### src/rtl/dmem_port_arbiter.sv
// rtl/dmem_port_arbiter.sv - data memory port arbiter between pipeline MEM stage and debug port
module dmem_port_arbiter #(
    parameter int ADDR_W       = 32,
    parameter int STARVE_LIMIT = 4
) (
    input  logic              clk,
    input  logic              rst,
    input  logic              pipe_req,
    input  logic              pipe_we,
    input  logic              pipe_word_byte,
    input  logic [ADDR_W-1:0] pipe_addr,
    input  logic [31:0]       pipe_wdata,
    output logic [31:0]       pipe_rdata,
    output logic              pipe_stall,
    input  logic              dbg_req,
    input  logic              dbg_we,
    input  logic [ADDR_W-1:0] dbg_addr,
    input  logic [31:0]       dbg_wdata,
    output logic              dbg_ack,
    output logic [31:0]       dbg_rdata,
    output logic              mem_en,
    output logic              mem_we,
    output logic              mem_word_byte,
    output logic [ADDR_W-1:0] mem_addr,
    output logic [31:0]       mem_wdata,
    input  logic [31:0]       mem_rdata
);

    localparam int CNT_W = (STARVE_LIMIT > 1) ? $clog2(STARVE_LIMIT) : 1;
    localparam logic [CNT_W-1:0] CNT_MAX = CNT_W'(STARVE_LIMIT - 1);

    typedef enum logic [1:0] {
        S_IDLE      = 2'd0,
        S_DBG_GRANT = 2'd1,
        S_DBG_ACK   = 2'd2
    } state_t;

    state_t           r_state;
    logic [CNT_W-1:0] r_wait_cnt;
    logic             r_dbg_ack;
    logic [31:0]      r_dbg_rdata;

    logic w_contended;
    logic w_grant;
    logic w_dbg_owns;

    // Debug wins the port when the pipeline is quiet or it has waited long enough.
    assign w_contended = dbg_req & pipe_req;
    assign w_grant     = (r_state == S_IDLE) & dbg_req & (~pipe_req | (r_wait_cnt == CNT_MAX));
    assign w_dbg_owns  = (r_state == S_DBG_GRANT);

    // Ownership FSM, starvation counter and registered debug response.
    always_ff @(posedge clk) begin
        if (rst) begin
            r_state     <= S_IDLE;
            r_wait_cnt  <= '0;
            r_dbg_ack   <= 1'b0;
            r_dbg_rdata <= 32'd0;
        end else begin
            case (r_state)
                S_IDLE: begin
                    r_dbg_ack <= 1'b0;
                    if (w_grant) begin
                        r_state    <= S_DBG_GRANT;
                        r_wait_cnt <= '0;
                    end else if (w_contended) begin
                        if (r_wait_cnt != CNT_MAX) begin
                            r_wait_cnt <= r_wait_cnt + CNT_W'(1);
                        end
                    end else begin
                        r_wait_cnt <= '0;
                    end
                end
                S_DBG_GRANT: begin
                    r_state    <= S_DBG_ACK;
                    r_dbg_ack  <= 1'b1;
                    r_wait_cnt <= '0;
                    if (!dbg_we) begin
                        r_dbg_rdata <= mem_rdata;
                    end
                end
                S_DBG_ACK: begin
                    // Any request visible here is stale; it is re-evaluated from IDLE.
                    r_state    <= S_IDLE;
                    r_dbg_ack  <= 1'b0;
                    r_wait_cnt <= '0;
                end
                default: begin
                    r_state    <= S_IDLE;
                    r_dbg_ack  <= 1'b0;
                    r_wait_cnt <= '0;
                end
            endcase
        end
    end

    // Memory-side mux: debug fields while debug owns the port, gated pipeline fields otherwise.
    always_comb begin
        mem_en        = 1'b0;
        mem_we        = 1'b0;
        mem_word_byte = 1'b0;
        mem_addr      = '0;
        mem_wdata     = 32'd0;
        pipe_stall    = 1'b0;
        if (w_dbg_owns) begin
            mem_en        = 1'b1;
            mem_we        = dbg_we;
            mem_word_byte = 1'b1;
            mem_addr      = dbg_addr;
            mem_wdata     = dbg_wdata;
            pipe_stall    = pipe_req;
        end else if (pipe_req) begin
            mem_en        = 1'b1;
            mem_we        = pipe_we;
            mem_word_byte = pipe_word_byte;
            mem_addr      = pipe_addr;
            mem_wdata     = pipe_wdata;
        end
    end

    assign pipe_rdata = mem_rdata;
    assign dbg_ack    = r_dbg_ack;
    assign dbg_rdata  = r_dbg_rdata;

endmodule

### config.mk
export PLATFORM = sky130hd
export DESIGN_NAME = dmem_port_arbiter
export DESIGN_NICKNAME = d
export VERILOG_FILES = /design/src/rtl/dmem_port_arbiter.sv
export SDC_FILE = /design/constraint.sdc
export NUM_CORES = 1
export LEC_CHECK = 0
export ABC_AREA = 1
export CORE_AREA = 8 8 109 111
export DETAILED_ROUTE_END_ITERATION = 8
export DIE_AREA = 0 0 117 119
export GPL_TIMING_DRIVEN = 1
export PLACE_DENSITY = 0.79
export REMOVE_ABC_BUFFERS = 1
export SLEW_MARGIN = 0
export SYNTH_ARGS = -nofsm -noshare
export SYNTH_HDL_FRONTEND = slang
export SYNTH_SLANG_ARGS = --single-unit
### constraint.sdc
create_clock -name clk -period 2.15 [get_ports clk]
set_input_delay 0.43 -clock clk [delete_from_list [all_inputs] [get_ports clk]]
set_output_delay 0.43 -clock clk [all_outputs]
set_load 0.03 [all_outputs]
==> summary.txt <==
Outcome
  • Status: finished clean

Logic synthesis
  • Number of synthesized flops with an enable pin: 0
  • Seq/Total Area, Yosys: 0.2693
  • Most common cell in the netlist: nor2_1
  • Main area contributors after synthesis: dfxtp_1 (27%), nor2_1 (19%), nand2_1 (18%)
  • Cells after Synth: 476
  • Synth Flop Type: dfxtp_1
  • Yosys Warn Count: 0
  • Xor and xnor area share after synthesis: 0
  • Post-synthesis adder-cell area fraction: 0.004550
  • Multiplexer area fraction after synthesis: 0
  • FFs w/ async S/R, synth: 0
  • Post-synthesis register bit count: 37
  • Post-synthesis area per instance: 5.778 sq um
  • Cell taking the most area after synthesis: dfxtp_1
  • Post-synthesis compound-gate area fraction: 0.1474
  • Mapped cell area: 2750 sq um
  • Synth cell count leaders: nor2_1 (137), nand2_1 (132), a21oi_1 (45)
  • Share of the synthesized area in the top cell type: 0.2693
  • Synth unique cells: 17
  • Largest family of logic cells by synthesized area: simple AND/OR/NAND/NOR gates
  • Simple-Gate Fraction of Synth Area: 0.3767

Timing
  • Clock skew: 0.005649 ns
  • Min Hold Slack: 0.4466 ns
  • Slew HR: 0.7510
  • Crit path time final: 2.068 ns
  • F_max: 0.4835 GHz
  • RSZ-0062 raised after global routing: false
  • Setup violators final: 0
  • Final critical-path share of the clock period: 0.9619
  • Hold Fails Final Rpt: 0
  • Max Slew Vio Count: 0
  • Worst slew pin tran: 0.3723 ns

GRT
  • Final global-route overflow total: 0
  • Gr usage total: 0.1849
  • First-pass GRT wire length: 20240 um
  • Pin count of the biggest net entering global routing: 65
  • Initial antenna violation count: 0
  • Vias in the first global route: 3794

CTS
  • CTS Buf Count: 5
  • Clock Tree Buf Depth: 2
  • Worst-Skew Late Latency: 0.28 ns
  • Post-CTS Setup Inserts: 0
  • TritonCTS clock tree: done
  • Hold buffers post-CTS: 0
  • CTS-repair resized insts: 0
  • Sink Count: 37
  • CTS root buf: clkbuf_8
  • Number of H-tree levels: 2
  • Worst-path clk slew: 0.07 ns

Worst setup path
  • Worst Setup End Kind: primary output
  • CP max-delay cell: clkdlybuf4s50_1
  • CP Max Fanout: 2
  • Cell mode on critical path: clkdlybuf4s50_1
  • Maximum single-stage delay on the critical path: 0.69 ns
  • CP Data Arrival Time: 1.64 ns
  • Crit path kind: in -> out
  • Startpoint Class: primary input
  • WP data required: 1.72 ns
  • Cell breakdown of the critical path: clkdlybuf4s50_1, clkdlybuf4s50_1
  • Worst path buffer plus inverter count: 2
  • CP delay by family, top: buffers and inverters

Floorplan
  • Row Count: 37
  • Die X: 117 um
  • Io pins: 300
  • Die height: 119 um
  • Std-Cell Core Area: 10090 sq um
  • Initial Util: 0.2725
  • Die footprint: 13920 sq um

Routing
  • Drt first pass iters: 4
  • Iteration-0 DRC count of the detailed router: 184
  • ANT nets after route: 0
  • Final WL: 14010 um
  • Drt wl/cell: 16.21 um
  • Via count: 3819
  • Vias per cell: 4.420
  • Number of remaining DRC errors: 0

Cells and area
  • Final #Nets: 896
  • Synth-to-Final Area Change: 103.1%
  • N_diodes: 0
  • Register area: 740.7 sq um
  • Layout cells sized above 1: 0.1470
  • Filler cells: 967
  • Multi-input logic area: 1461 sq um

Power
  • Maximum vdd drop: 0.4440 mV
  • Static Leak: 2.606 nW
  • Design Power: 0.002401 W
  • Power Density: 429.9 nW/um^2

Hold path
  • Hold WC Path Type: reg -> reg

Job
  • Maxcap violations: 0

Placement
  • Post-DP HPWL: 11470 um
  • GPL Wtd Cong: 0.9140
  • # port buffers: 299
[power breakdown]
part	leakage, nW	total, W	internal, W	switching, W
sequential	0.300	0.000721	0.000708	0.0000123
combinational	2.26	0.00119	0.000578	0.000609
clock	0.0443	0.000493	0.000254	0.000239
total	2.61	0.00240	0.00154	0.000860
[state kept, by name, indices dropped and copies added, names as in the netlist]
signal / flops
dbg_rdata: 32
dbg_ack: 1
r_state: 2
r_wait_cnt: 2
[final timing paths]
| check | from | to | slack [ns] | depth (start not counted) |
|---|---|---|---|---|
| worst min-delay path | r_wait_cnt[0]$_SDFFE_PP0P_ | r_wait_cnt[0]$_SDFFE_PP0P_ | 0.45 | 1 |
| worst max-delay path | mem_rdata[18] | pipe_rdata[18] | 0.08 | 2 |
| worst min register to register | r_wait_cnt[0]$_SDFFE_PP0P_ | r_wait_cnt[0]$_SDFFE_PP0P_ | 0.45 | 1 |
| worst max register to register | r_state[0]$_SDFFE_PP0P_ | dbg_rdata[21]$_SDFFE_PP0P_ | 1.05 | 4 |
[cell usage in the layout (no fill, tap or decap), drive strengths merged]
| master | Yosys | routed |
|---|---|---|
| a21oi | 65 | 65 |
| buf | 56 | 77 |
| clkbuf | 6 | 8 |
| clkdlybuf4s50 | 0 | 229 |
| clkinv | 1 | 1 |
| dfxtp | 37 | 37 |
| ha | 1 | 1 |
| inv | 36 | 36 |
| nand2 | 132 | 132 |
| nand3 | 3 | 3 |
| nand4 | 1 | 1 |
| nor2 | 137 | 137 |
| o21ai | 1 | 1 |
[per-layer routing]
metal,part of all wire,global-route usage
met1,0.36,0.1878
met3,0.13,0.07782
met2,0.49,0.3320
met5,0,0
met4,0.026,0.05925
[per-stage QoR]
stage / utilization / TNS (ns) / area [sq um] / cells / setup slack [ns]
final: 0.5534 / 0 / 5585 / 864 / 0.08194
after global routing: 0.5534 / 0 / 5585 / 864 / 0.0006430
after CTS: 0.5502 / 0 / 5553 / 863 / 0.06735
after detailed placement: 0.5417 / 0 / 5466 / 856 / 0.07368
after global placement: 0.5417 / 0 / 5466 / 856 / 0.06992
after floorplan: - / -119.43 / 2333 / 414 / -2.059
[layout make-up]
cell class              count  share of cell area
repair buffers            307              0.5349
multi-input cells         340              0.2616
flip-flops and latches     37              0.1326
well taps                 136             0.03047
inverters                  37             0.02487
clock buffers               7             0.01546
[logic make-up after synthesis]
family                     Yosys count
AOI/OAI and AO/OA                   66
adders and majority gates            1
buffers and inverters               99
DFF                                 37
and+or+nand+nor                    273
(Power assumes the default switching activity.)
